$ cat config.mk
export PLATFORM = sky130hd
export DESIGN_NAME = cmd_phy
export DESIGN_NICKNAME = d
export VERILOG_FILES = /design/src/rtl/cmd_phy.sv
export SDC_FILE = /design/constraint.sdc
export NUM_CORES = 1
export LEC_CHECK = 0
export CAP_MARGIN = 10
export CORE_MARGIN = 2
export CORE_UTILIZATION = 57
export CTS_CLUSTER_SIZE = 20
export DETAILED_ROUTE_END_ITERATION = 12
export PLACE_DENSITY = 0.95
export SETUP_SLACK_MARGIN = 0.05
export SLEW_MARGIN = 20
export SYNTH_ARGS = -nofsm -noshare
export SYNTH_HDL_FRONTEND = slang
export SYNTH_SLANG_ARGS = --single-unit
$ cat constraint.sdc
create_clock -name clock -period 16.2 [get_ports clock]
set_clock_uncertainty 0.15 [all_clocks]
set_input_delay 1.62 -clock clock [delete_from_list [all_inputs] [get_ports clock]]
set_output_delay 1.62 -clock clock [all_outputs]
set_load 0.1 [all_outputs]
$ cat src/rtl/cmd_phy.sv
// Command-line PHY: serialises a 48-bit command frame with CRC7, then collects an
// optional 48/136-bit response and hands it to the controller through a strobe/ack handshake.
module cmd_phy #(
    parameter int RESP_TIMEOUT = 64
) (
    input  logic         clock,
    input  logic         reset,
    input  logic         strobe_in,
    input  logic         ack_in,
    input  logic         idle_in,
    input  logic [39:0]  cmd_in,
    input  logic         cmd_pin_in,
    output logic         serial_ready,
    output logic         strobe_out,
    output logic         ack_out,
    output logic [135:0] cmd_out,
    output logic         TIMEOUT,
    output logic         crc_error,
    output logic         cmd_pin_out,
    output logic         cmd_oe
);

    localparam int TW = $clog2(RESP_TIMEOUT + 1);

    typedef enum logic [2:0] {IDLE, LOAD, SEND, WAIT_RESP, RECEIVE, DONE, ACK} state_t;

    state_t         state_q;
    logic [46:0]    frame_q;
    logic [5:0]     idx_q;
    logic [135:0]   rx_q;
    logic [7:0]     cnt_q;
    logic [TW-1:0]  wait_q;
    logic           sready_q, strobe_q, ack_q, timeout_q, crc_err_q, pin_q, oe_q;

    // CRC7, x^7 + x^3 + 1, zero seed, MSB first
    function automatic logic [6:0] crc7(input logic [39:0] d);
        logic [6:0] c;
        logic       fb;
        c = '0;
        for (int i = 39; i >= 0; i--) begin
            fb = d[i] ^ c[6];
            c  = {c[5:0], 1'b0} ^ (fb ? 7'h09 : 7'h00);
        end
        return c;
    endfunction

    logic [47:0]  frame_d;
    logic [135:0] rx_d;
    logic         no_resp, long_resp, rx_crc_bad;

    assign frame_d    = {cmd_in, crc7(cmd_in), 1'b1};
    assign rx_d       = {rx_q[134:0], cmd_pin_in};
    assign no_resp    = (idx_q == 6'd0) || (idx_q == 6'd4) || (idx_q == 6'd15);
    assign long_resp  = (idx_q == 6'd2) || (idx_q == 6'd9) || (idx_q == 6'd10);
    assign rx_crc_bad = crc7(rx_d[47:8]) != rx_d[7:1];

    always_ff @(posedge clock or posedge reset) begin
        if (reset) begin
            state_q   <= IDLE;
            frame_q   <= '0;
            idx_q     <= '0;
            rx_q      <= '0;
            cnt_q     <= '0;
            wait_q    <= '0;
            sready_q  <= 1'b0;
            strobe_q  <= 1'b0;
            ack_q     <= 1'b0;
            timeout_q <= 1'b0;
            crc_err_q <= 1'b0;
            pin_q     <= 1'b1;
            oe_q      <= 1'b0;
        end else begin
            sready_q  <= 1'b0;
            ack_q     <= 1'b0;
            timeout_q <= 1'b0;
            case (state_q)
                IDLE: begin
                    if (strobe_in && !idle_in) begin
                        state_q  <= LOAD;
                        sready_q <= 1'b1;
                    end
                end
                LOAD: begin
                    frame_q <= frame_d[46:0];
                    idx_q   <= frame_d[45:40];
                    pin_q   <= frame_d[47];
                    oe_q    <= 1'b1;
                    rx_q    <= '0;
                    cnt_q   <= 8'd47;
                    state_q <= SEND;
                end
                SEND: begin
                    if (cnt_q == 8'd0) begin
                        oe_q   <= 1'b0;
                        pin_q  <= 1'b1;
                        wait_q <= '0;
                        if (no_resp) begin
                            state_q   <= DONE;
                            strobe_q  <= 1'b1;
                            crc_err_q <= 1'b0;
                        end else begin
                            state_q <= WAIT_RESP;
                        end
                    end else begin
                        cnt_q   <= cnt_q - 8'd1;
                        pin_q   <= frame_q[46];
                        frame_q <= {frame_q[45:0], 1'b0};
                    end
                end
                WAIT_RESP: begin
                    // the start bit is itself the first response bit
                    if (!cmd_pin_in) begin
                        rx_q    <= rx_d;
                        cnt_q   <= long_resp ? 8'd134 : 8'd46;
                        state_q <= RECEIVE;
                    end else if (wait_q == TW'(RESP_TIMEOUT - 2)) begin
                        timeout_q <= 1'b1;
                        state_q   <= IDLE;
                    end else begin
                        wait_q <= wait_q + TW'(1);
                    end
                end
                RECEIVE: begin
                    rx_q <= rx_d;
                    if (cnt_q == 8'd0) begin
                        state_q   <= DONE;
                        strobe_q  <= 1'b1;
                        crc_err_q <= !long_resp && (idx_q != 6'd41) && rx_crc_bad;
                    end else begin
                        cnt_q <= cnt_q - 8'd1;
                    end
                end
                DONE: begin
                    if (ack_in) begin
                        state_q   <= ACK;
                        strobe_q  <= 1'b0;
                        crc_err_q <= 1'b0;
                        ack_q     <= 1'b1;
                    end
                end
                ACK:     state_q <= IDLE;
                default: state_q <= IDLE;
            endcase
        end
    end

    assign serial_ready = sready_q;
    assign strobe_out   = strobe_q;
    assign ack_out      = ack_q;
    assign cmd_out      = rx_q;
    assign TIMEOUT      = timeout_q;
    assign crc_error    = crc_err_q;
    assign cmd_pin_out  = pin_q;
    assign cmd_oe       = oe_q;

endmodule
-- Yosys cells after proc, flatten, opt, wreduce, memory -nomap -nowiden
Index checks and enable logic that the tools add are counted.
- bits in registers: 214
- output and inout bits: 143
- logic and storage cells: 340
- bits of input ports: 46
- muxes and demuxes: 120
- bitwise operators: 156
- reduce and logical (&&, ||, !) cells: 25
- add/sub/neg operators: 2
- equality and inequality tests: 24
- operators with widths (kind ; count):
    bitwise XOR 7 x 4 -> 7 bit ; 74
    one-hot mux 136 bit (3 select lines) ; 1
    2-to-1 mux 4 bit ; 80
    2-to-1 mux 136 bit ; 1
    one-hot mux 47 bit (2 select lines) ; 1
    bitwise XOR 1 bit ; 72
    2-to-1 mux 47 bit ; 1
    2-to-1 mux 8 bit ; 3
    one-hot mux 8 bit (3 select lines) ; 1
    2-to-1 mux 3 bit ; 7
    2-to-1 mux 7 bit ; 3
    inequality test 2 bit (second input constant) ; 10
    equality test 6 x 4 -> 1 bit (second input constant) ; 3
    one-hot mux 3 bit (6 select lines) ; 1
    2-to-1 mux 1 bit ; 16
    one-hot mux 7 bit (2 select lines) ; 1
    bitwise XOR 6 x 4 -> 6 bit ; 2
    AND reduction 5 bit ; 2
    bitwise XOR 5 x 4 -> 5 bit ; 2
    nonzero test 3 bit ; 3
    zero test 8 bit ; 1
    subtractor 8 x 1 -> 8 bit (second input constant) ; 1
    adder 7 x 1 -> 7 bit (second input constant) ; 1
    equality test 7 x 6 -> 1 bit (second input constant) ; 1
    21 further kinds ; 39

-- Depth between registers and ports, before layout
Gate-level depths: netlist of run 1.
- depth in word-level cells: 117
- gate-level depth with buffers: 9
- mapped depth without buffers: 8

-- Worst setup path after synthesis of run 1
OpenSTA, ideal clock, no wires.
- kind: input-to-reg
- start: input cmd_in[32]
- end: register frame_q[6]
- setup slack: 12377 ps
- stages: 7
- data arrival time: 3577 ps
- buffers on the path: 0
- setup time: 95 ps
- cells stage by stage: xnor2_1 -> xnor3_1 -> xnor3_1 -> xnor2_2 -> xnor3_1 -> a21boi_0 -> o31ai_1
- word-level cells in the longest chain between the ends: 48
- ends and longest elaborated chain (what ; RTL line ; RTL):
    start: declaration ; 11 ; input logic [39:0] cmd_in,
    bitwise XOR 1 bit * ; 41 ; fb = d[i] ^ c[6];
    2-to-1 mux 4 bit * ; 42 ; c = {c[5:0], 1'b0} ^ (fb ? 7'h09 : 7'h00);
    bitwise XOR 7 x 4 -> 7 bit * (4 in a row) ; 42 ;
    bitwise XOR 1 bit or bitwise XOR 7 x 4 -> 7 bit (tied branches) ; 41, 42 ;
    2-to-1 mux 4 bit or bitwise XOR 7 x 4 -> 7 bit (tied branches) ; 42 ;
    bitwise XOR 7 x 4 -> 7 bit * (4 in a row) ; 42 ;
    bitwise XOR 1 bit or bitwise XOR 7 x 4 -> 7 bit (tied branches) ; 41, 42 ;
    2-to-1 mux 4 bit or bitwise XOR 7 x 4 -> 7 bit (tied branches) ; 42 ;
    (+12 left out) ; -- ;
    bitwise XOR 7 x 4 -> 7 bit * (4 in a row) ; 42 ;
    bitwise XOR 1 bit or bitwise XOR 7 x 4 -> 7 bit (tied branches) ; 41, 42 ;
    2-to-1 mux 4 bit or bitwise XOR 7 x 4 -> 7 bit (tied branches) ; 42 ;
    bitwise XOR 7 x 4 -> 7 bit * (7 in a row) ; 42 ;
    bitwise XOR 1 bit or bitwise XOR 7 x 4 -> 7 bit (tied branches) ; 41, 42 ;
    2-to-1 mux 4 bit or bitwise XOR 7 x 4 -> 7 bit (tied branches) ; 42 ;
    bitwise XOR 7 x 4 -> 7 bit * (6 in a row) ; 42 ;
    one-hot mux 47 bit (2 select lines) * ; 76 ; case (state_q)
    end signal: assignment ; 84 ; frame_q <= frame_d[46:0];
    end signal: assignment ; 107 ; frame_q <= {frame_q[45:0], 1'b0};
    end: declaration ; 28 ; logic [46:0] frame_q;
Every way passes the cells marked *; elsewhere a longest branch is shown, timed or not.
A chain may end at the register's enable or synchronous reset.

-- Worst setup path in the final report of run 1
- start: input cmd_in[33]
- end: register frame_q[4]
- word-level cells in the longest chain between the ends: 49
- ends and longest elaborated chain (what ; RTL line):
    bitwise XOR 1 bit * ; 41
    2-to-1 mux 4 bit * ; 42
    bitwise XOR 7 x 4 -> 7 bit * (4 in a row) ; 42
    bitwise XOR 1 bit or bitwise XOR 7 x 4 -> 7 bit (tied branches) ; 41, 42
    2-to-1 mux 4 bit or bitwise XOR 7 x 4 -> 7 bit (tied branches) ; 42
    bitwise XOR 7 x 4 -> 7 bit * (4 in a row) ; 42
    bitwise XOR 1 bit or bitwise XOR 7 x 4 -> 7 bit (tied branches) ; 41, 42
    2-to-1 mux 4 bit or bitwise XOR 7 x 4 -> 7 bit (tied branches) ; 42
    (+12 left out) ; --
    bitwise XOR 7 x 4 -> 7 bit * (7 in a row) ; 42
    bitwise XOR 1 bit or bitwise XOR 7 x 4 -> 7 bit (tied branches) ; 41, 42
    2-to-1 mux 4 bit or bitwise XOR 7 x 4 -> 7 bit (tied branches) ; 42
    bitwise XOR 7 x 4 -> 7 bit * (7 in a row) ; 42
    bitwise XOR 1 bit or bitwise XOR 7 x 4 -> 7 bit (tied branches) ; 41, 42
    2-to-1 mux 4 bit or bitwise XOR 7 x 4 -> 7 bit (tied branches) ; 42
    bitwise XOR 7 x 4 -> 7 bit * (4 in a row) ; 42
    one-hot mux 47 bit (2 select lines) * ; 76
Marks and branches as above.

==> flow_metrics.py, run 1 <==
metrics = {
    "final_layout": {
        "final_cell_mix": "dfrtp_1, clkdlybuf4s50_1, a22o_1",
        "areaGrowthSynthToFinish_pct": 28.1,
        "layout_commonest_cell": "dfrtp_1",
        "n_antenna_cell": 0,
        "final_layout_size_suffix_gt1_share_pct": 6.03,
        "nets": 1112,
    },
    "timing": {
        "slew_viol_final": 0,
        "setup_viol": 0,
        "finalHoldViolCount": 0,
        "rsz0062_at_grt": "false",
        "min_period_over_period_pct": 25.7,
        "tightest_slew_ps": 1040,
        "timing.hold.ws_ps": 338,
        "max_slew_margin_pct": 30.3,
        "fmax_mhz": 240,
        "fin_setup_tns_ps": 0,
        "fin_crit_ps": 4160,
    },
    "setup_path": {
        "crit_arrival_ps": 4350,
        "criticalPathCategory": "input port to flip-flop",
        "slowest_delay_ps": 590,
        "start_kind": "input port",
        "worstSetupEndpointType": "flip-flop",
        "r2r_cells": 6,
        "crit_fanout": 4,
        "r2r_setup_slack_ps": 12880,
        "required_ps": 16400,
        "cp_slowest_cell": "clkdlybuf4s50_1",
        "reg2reg_to": "crc_error",
        "path_buf_inv": 1,
        "crit_chain": "clkdlybuf4s50_1, xnor3_1, xor2_1, xnor2_1, xnor3_1, xnor3_1, xor2_1, a21oi_1",
        "reg2reg_from": "cnt_q[3]",
        "path_common_cell": "xnor3_1",
        "critPathTopFamily": "XOR/XNOR gates",
    },
    "detailed_routing": {
        "postRouteAntennaNets": 0,
        "avgRoutedWirePerCell_um": 20.3,
        "wl_met2_um": 13300,
        "vias_per_cell": 6.03,
        "routed-via-count": 7880,
        "highest_layer": "met4",
        "drc": 0,
        "dr.pass1.iters": 5,
        "drt-met1-wl_um": 10700,
        "initialDrtViolationCount": 725,
        "met3_length_um": 1650,
        "drt_wl_total_um": 26500,
    },
    "placement": {
        "place_hpwl_um": 17800,
        "io_buffer_count": 188,
        "gp_congestion": 0.859,
    },
    "cts": {
        "cts_setup_buffers": 0,
        "cts-root-buf": "clkbuf_16",
        "clock_sinks": 214,
        "cts_max_level": 1,
        "cts.clk_slew.worst_paths_ps": 60,
        "cts_made_buffers": 22,
        "cts_hold_buffers": 0,
        "cts_tree": "built",
        "post_cts_resized": 0,
        "cts.path.max_buffers": 3,
        "clk_latency_ps": 500,
    },
    "yosys": {
        "netlist.area_leader.share_pct": 51.5,
        "syn_area_um2": 10400,
        "synth-seq-cells": 214,
        "avgSynthCellArea_um2": 11.5,
        "synth_fp_nets": 952,
        "async_flop_share_pct": 100,
        "synth_top_flop_cell": "dfrtp_1",
        "synth_cells": 902,
        "ys_seq_area_share_pct": 51.7,
        "synth_area_leader_cell": "dfrtp_1",
        "synth_area_leaders": "dfrtp_1, a22o_1, xnor3_1, xnor2_1, nand2_1",
        "ys_types": 52,
        "yosys_warnings": 0,
        "synth-edff-count": 0,
    },
    "pwr": {
        "p_seq_share_pct": 34.2,
        "vdd_drop_max_uv": 130,
        "pwr-share-comb_pct": 37.4,
        "intPower_mw": 1.27,
        "power_frac_clock_pct": 28.4,
        "p_sw_share_pct": 37.7,
        "power_switching_mw": 0.767,
        "p_per_area_nw_per_um2": 153,
        "total_leakage_power_nw": 6.05,
    },
    "floorplan": {
        "start_util_pct": 57.9,
        "core_um2": 17900,
        "die_w_um": 139,
        "die_h_um": 139,
        "die_area_um2": 19300,
        "fp-row-count": 49,
        "io_pins": 189,
    },
    "grt": {
        "grt-ovfl-total": 0,
        "grt.total_usage_pct": 27.3,
        "antenna_found_initial": 0,
        "grt_pass1_vias": 7967,
        "grt_max_degree": 136,
        "grt_pass1_wl_um": 42900,
    },
    "min_path": {
        "holdPathStages": 2,
        "hold_class": "flip-flop to flip-flop",
        "min_to": "frame_q[6]",
        "min_from": "frame_q[6]",
    },
    "run": {
        "drv_cap": 0,
    },
    "run_status": {
        "status": "finished, final reports clean",
    },
}
-- area by class of cell --
type	instances	area, um2
Sequential cell	214	5360
Multi-Input combinational cell	622	4790
Fill cell	1160	4640
Timing Repair Buffer	195	1960
Clock buffer	26	606
Tap cell	229	287
Clock inverter	14	240
Inverter	7	33.8
-- power groups by stage --
stage | Combinational [mW] | Clock [mW] | Sequential, mW
2_1_floorplan | 0.588 | 0 | 0.714
4_1_cts | 0.756 | 0.587 | 0.695
3_3_place_gp | 0.721 | 0 | 0.697
6_report | 0.761 | 0.579 | 0.696
3_5_place_dp | 0.747 | 0 | 0.703
5_1_grt | 0.835 | 0.607 | 0.707
-- worst max path at each step --
stage          slack, ps    endpoint       start  depth (start not counted)
2_1_floorplan       8580     TIMEOUT       reset                          1
3_3_place_gp       11610  frame_q[6]  cmd_in[35]                          8
3_5_place_dp       11570  frame_q[6]  cmd_in[35]                          8
4_1_cts            12080  frame_q[6]  cmd_in[35]                          8
5_1_grt            11920  frame_q[6]  cmd_in[35]                          8
6_report           12040  frame_q[4]  cmd_in[33]                          8
-- synth_stat cells, types with 5 or more instances --
master	instances
nor3_1	5
xor2_1	29
nand2_1	121
a22o_1	137
nor2_1	72
a31oi_1	43
nand3_1	8
a21oi_1	20
clkbuf_1	55
xnor3_1	36
xnor2_2	6
xnor2_1	59
inv_1	7
dfrtp_1	213
o31ai_1	5
nand2b_1	9
o21ai_0	11
-- sequential cells by signal, summed over array words and instances (netlist names), 3 cells and up --
| signal | count |
|---|---|
| frame_q | 47 |
| idx_q | 6 |
| cmd_out | 136 |
| wait_q | 7 |
| state_q | 3 |
| cnt_q | 8 |
-- cell families after synthesis --
| kind of cell | count (synthesis) | share of synthesized area [%] |
|---|---|---|
| simple gates | 242 | 10.0 |
| buf+inv | 66 | 2.40 |
| compound gates | 236 | 17.5 |
| xor+xnor | 135 | 17.4 |
| fa+ha+maj | 5 | 0.580 |
| mux | 4 | 0.387 |
| flops | 214 | 51.7 |
-- metal layers --
layer	up-vias	global-route usage, %
met1	3931	36.6
met3	61	4.28
li1	3544	-
met4	0	8.13
met2	344	46.7
met5	-	0
-- stage by stage --
stage                     setup slack (ps)  cells  utilization, %  instance area (um2)  total power [mW]
after detailed placement             11570   1266            69.2                12400              1.45
after global routing                 11920   1307            74.1                13300              2.15
after floorplan                       8580    902               -                10400              1.30
after CTS                            12080   1306            73.9                13200              2.04
after global placement               11610   1266            69.2                12400              1.42
final                                12040   1307            74.1                13300              2.04
-- worst register-to-register path, cell delays in order (launching register included) --
cell and delay [ps]:
dfrtp_1 450, or4_1 640, or4b_2 740, nor2_1 460, a21oi_1 290, a211oi_1 310
a31oi_1 150
Note: power is estimated with default switching activity, not from simulation.
==> run 2: changes to the inputs <==
Settings changed: CORE_UTILIZATION 57 to 53, PLACE_DENSITY 0.95 to 0.9.
Clock period 16.2 ns to 4.35 ns, I/O delays scaled along.
==> flow_metrics.py, run 2 (synthesized netlist as in run 1, its figures left out) <==
metrics = {
    "cts": {
        "cts.clk_slew.worst_paths_ps": 60,
        "cts_max_level": 1,
        "clock_sinks": 214,
        "cts-root-buf": "clkbuf_16",
        "cts.path.max_buffers": 3,
        "post_cts_resized": 0,
        "clk_latency_ps": 500,
        "cts_hold_buffers": 0,
        "cts_setup_buffers": 0,
        "cts_made_buffers": 23,
        "cts_tree": "built",
    },
    "pwr": {
        "vdd_drop_max_uv": 485,
        "total_leakage_power_nw": 6.06,
        "power_mw": 7.49,
        "intPower_mw": 4.67,
        "power_switching_mw": 2.83,
        "pwr-share-comb_pct": 38.3,
        "power_frac_clock_pct": 27.2,
        "p_seq_share_pct": 34.5,
        "p_sw_share_pct": 37.7,
        "p_per_area_nw_per_um2": 562,
    },
    "final_layout": {
        "final_layout_size_suffix_gt1_share_pct": 6.09,
        "nets": 1118,
        "layout_commonest_cell": "dfrtp_1",
        "areaGrowthSynthToFinish_pct": 28.7,
        "largest_reg_flops": 136,
        "final_cell_mix": "dfrtp_1, clkdlybuf4s50_1, a22o_1",
        "n_antenna_cell": 0,
    },
    "timing": {
        "min_period_over_period_pct": 74.2,
        "setup_viol": 0,
        "rsz0062_at_grt": "false",
        "finalHoldViolCount": 0,
        "tightest_slew_ps": 1030,
        "slew_viol_final": 0,
        "max_slew_margin_pct": 31.1,
        "fin_crit_ps": 3230,
        "fin_setup_tns_ps": 0,
        "fmax_mhz": 310,
    },
    "placement": {
        "io_buffer_count": 188,
        "gp_congestion": 0.847,
        "place_hpwl_um": 17600,
    },
    "floorplan": {
        "core_um2": 19300,
        "fp-row-count": 51,
        "io_pins": 189,
        "die_h_um": 144,
        "start_util_pct": 53.6,
        "die_area_um2": 20700,
        "die_w_um": 144,
    },
    "grt": {
        "grt_pass1_vias": 7533,
        "antenna_found_initial": 0,
        "grt.total_usage_pct": 24.2,
        "grt_pass1_wl_um": 39900,
        "grt-ovfl-total": 0,
        "grt_max_degree": 137,
    },
    "run": {
        "drv_cap": 0,
    },
    "setup_path": {
        "worstSetupEndpointType": "flip-flop",
        "crit_arrival_ps": 3480,
        "criticalPathCategory": "flip-flop to flip-flop",
        "start_kind": "flip-flop",
        "required_ps": 4600,
        "crit_fanout": 71,
    },
    "detailed_routing": {
        "initialDrtViolationCount": 701,
        "dr.pass1.iters": 5,
        "routed-via-count": 7847,
        "avgRoutedWirePerCell_um": 18.7,
        "drt_wl_total_um": 25200,
        "postRouteAntennaNets": 0,
        "drc": 0,
        "vias_per_cell": 5.82,
    },
    "run_status": {
        "status": "finished, final reports clean",
    },
    "min_path": {
        "hold_class": "input port to async pin",
    },
}
==> run 2: changes by cell type in the layout (fill, tap and decap cells not counted), sizes merged <==
cell      previous run  this run
clkinvlp             2         1
inv                  7         8
bufinv               6         4
buf                  7        12
clkinv               6         4
clkbuf              26        31
==> run 2: layout make-up <==
type | instances | area (um2)
fillers | 1346 | 6000
flip-flops and latches | 214 | 5360
multi-input cells | 622 | 4790
repair buffers | 200 | 2030
clock buffers | 31 | 636
well taps | 265 | 332
clock inverters | 10 | 158
inverters | 7 | 30.0
==> run 2: final timing paths <==
kind | from | endpoint | slack [ps] | cells past startpoint
max in group asynchronous | reset | cmd_out[114] | 3000 | 4
setup / recovery | state_q[0] | frame_q[6] | 1120 | 6
hold reg to reg | frame_q[6] | frame_q[6] | 350 | 2
setup reg to reg | state_q[0] | frame_q[6] | 1120 | 6
min in group clock | frame_q[6] | frame_q[6] | 350 | 2
hold / removal | reset | cmd_out[14] | 110 | 2
==> run 2: per-stage QoR <==
stage,instance area (um2),worst slack (ps),util [%],instances,hold WS [ps]
after global placement,12500,926,64.7,1307,311
after global routing,13300,863,69.0,1349,136
after floorplan,10400,982,-,902,292
after CTS,13300,1150,68.8,1348,351
final,13300,1120,69.0,1349,114
after detailed placement,12500,809,64.7,1307,338
==> run 2: worst max-delay path, cell delays in order, from the launching register on <==
cell      delay [ps]
dfrtp_1          750
nor2b_1          360
nand2b_1         410
o21ai_4          320
buf_4            580
o21ai_0          240
o31ai_1          300
==> run 2: power by group through the flow <==
| stage | clock, mW | sequential, mW | combinational [mW] |
|---|---|---|---|
| 2_1_floorplan | 0 | 2.66 | 2.19 |
| 3_3_place_gp | 0 | 2.59 | 2.75 |
| 3_5_place_dp | 0 | 2.62 | 2.85 |
| 4_1_cts | 2.07 | 2.59 | 2.87 |
| 5_1_grt | 2.16 | 2.63 | 3.15 |
| 6_report | 2.04 | 2.59 | 2.87 |
==> run 2: routing by layer <==
layer  GRT usage [%]  routed length (um)  up-vias
met4            6.35                 521        0
met1            33.5               10700     3922
met2            39.6               12200      328
met5               0                   0        -
li1                -                   -     3554
met3            4.37                1820       43
==> patch: new RTL, config.mk and constraints of run 2 <==
One comparison of `idx_q` changes from == to >=.
--- a/src/rtl/cmd_phy.sv
+++ b/src/rtl/cmd_phy.sv
@@ -51,7 +51,7 @@
     assign frame_d    = {cmd_in, crc7(cmd_in), 1'b1};
     assign rx_d       = {rx_q[134:0], cmd_pin_in};
     assign no_resp    = (idx_q == 6'd0) || (idx_q == 6'd4) || (idx_q == 6'd15);
-    assign long_resp  = (idx_q == 6'd2) || (idx_q == 6'd9) || (idx_q == 6'd10);
+    assign long_resp  = (idx_q >= 6'd2) || (idx_q == 6'd9) || (idx_q == 6'd10);
     assign rx_crc_bad = crc7(rx_d[47:8]) != rx_d[7:1];
 
     always_ff @(posedge clock or posedge reset) begin
Formal check against the unedited RTL: no difference found for any inputs over 10 cycles, from zero or initial values and one cycle with reset high; that may be too few to reach the edited logic, so the function may still have changed.
==> patch against run 2 <==
- sequential cell count unchanged
- routed wire length decreased by 5.3%
- via count decreased by 1.9%
- sequential share of layout area increased by 1.0 points
- first-iteration DRC count decreased by 7.7%
- cell area decreased by 2.5%
- synthesized area decreased by 2.7%
- worst setup slack got worse by 38 ps
- hold slack improved by 220 ps
- power decreased by 2.0%
- core utilization increased by 0.55 points
- synthesized cell count decreased by 2.2%
==> patch: results (changes against run 2) <==
HPWL reported at the end of detailed placement: 16000 µm (-9.1%). The worst hold slack is 333 ps (+219 ps), and the compound-cell area share of the yosys netlist is 18.3% (+0.82 points). First-pass GRT wire length: 39500 µm (-1.1%). The tools report the capture point of the worst path as crc_error$_DFFE_PP0P_. The fraction of met2 tracks used by global routing is 38.1% (-1.5 points). The total combinational power was 2.79 mW (-3%); the number of filler cells placed in the layout was 1278 (-5.1%). The adder-cell share of the synthesized area was 0.596% (+0.016 points). The post-synthesis share of cell area spent on xor and xnor gates came out at 15.6% (-1.7 points). The tools report the met2 layer wire length in the routed design as 11400 µm (-7.1%).

The tools report the routed length on met3 as 1740 µm (-4.2%). The run gives 5.75 nW (-5.1%) as the leakage power of the design. Detailed-routing wirelength on met1: 10300 µm (-3.2%).

The critical path's top delay family is XOR/XNOR gates. The flip-flop count of the largest register after layout works out to 136 (unchanged). The switching share of total power came out at 37.8% (+0.046 points). The share of layout cells above drive strength 1 was 6.02% (-0.074 points). The per-cell via count in the routed design works out to 5.93 (+1.9%). The number of cells on the worst reg-to-reg path came out at 8 (+2).

Largest stage delay on the critical path: 500 ps (-250 ps). By count the netlist is led by 213 x sky130_fd_sc_hd__dfrtp_1, 136 x sky130_fd_sc_hd__a22o_1, 107 x sky130_fd_sc_hd__nand2_1, 77 x sky130_fd_sc_hd__xnor2_1, 72 x sky130_fd_sc_hd__nor2_1. For the number of distinct standard cells referenced by the synthesized netlist, the log shows 47 (-9.6%). The class of the most critical hold timing path is reg -> reg. For the peak supply drop, the log shows 0.511 mV (+5.2%). The largest fanout on the critical path is 5 (-93%), and the arrival time at the worst endpoint is 3470 ps (about the same).

The minimum setup slack among reg-to-reg paths was 1080 ps (-40 ps). The worst-path cell with the longest stage delay is sky130_fd_sc_hd__xnor3_2. The fraction of power consumed by sequential logic is 35.3% (+0.8 points). The run gives 647 (-7.7%) as the detailed router's first-iteration violation count.

The run finished with clean final reports. The run gives 932 (-2.1%) as the synthesized net count. The number of nets in the layout was 1102 (-1.4%). In the post-synthesis netlist, the biggest area contributors are sky130_fd_sc_hd__dfrtp_1 53%, sky130_fd_sc_hd__a22o_1 12%, sky130_fd_sc_hd__xnor2_1 6.7%, sky130_fd_sc_hd__xnor3_1 4.9%, sky130_fd_sc_hd__nand2_1 4.0%. The sequential cell area fraction in the yosys report came out at 53.1% (+1.4 points). The global-route met3 utilization was 4.49% (+0.12 points). The met1 capacity usage during global routing came out at 35.0% (+1.5 points).
patch: cell types whose count changed after synthesis, sizes merged, moves of 5 or more:
cell | run 2 | this run
clkbuf | 55 | 49
mux2 | 0 | 6
nand2 | 121 | 107
nand2b | 9 | 4
o21ai | 12 | 27
xnor2 | 65 | 81
xnor3 | 38 | 24
xor2 | 29 | 22
patch: final cells by class:
type / count / area [µm²] / area share (%)
clock buffers: 32 / 649 / 4.99
clock inverters: 5 / 104 / 0.799
inverters: 6 / 26.3 / 0.202
multi-input cells: 607 / 4530 / 34.8
flip-flops and latches: 214 / 5360 / 41.2
well taps: 234 / 293 / 2.25
repair buffers: 200 / 2040 / 15.7
patch: through the flow:
| stage | cells | setup WS, ps | instance area (µm²) |
|---|---|---|---|
| 6_report | 1298 | 1080 | 13000 |
| 5_1_grt | 1298 | 936 | 13000 |
| 4_1_cts | 1297 | 1040 | 13000 |
| 3_5_place_dp | 1260 | 755 | 12200 |
| 3_3_place_gp | 1260 | 893 | 12200 |
| 2_1_floorplan | 882 | 763 | 10100 |
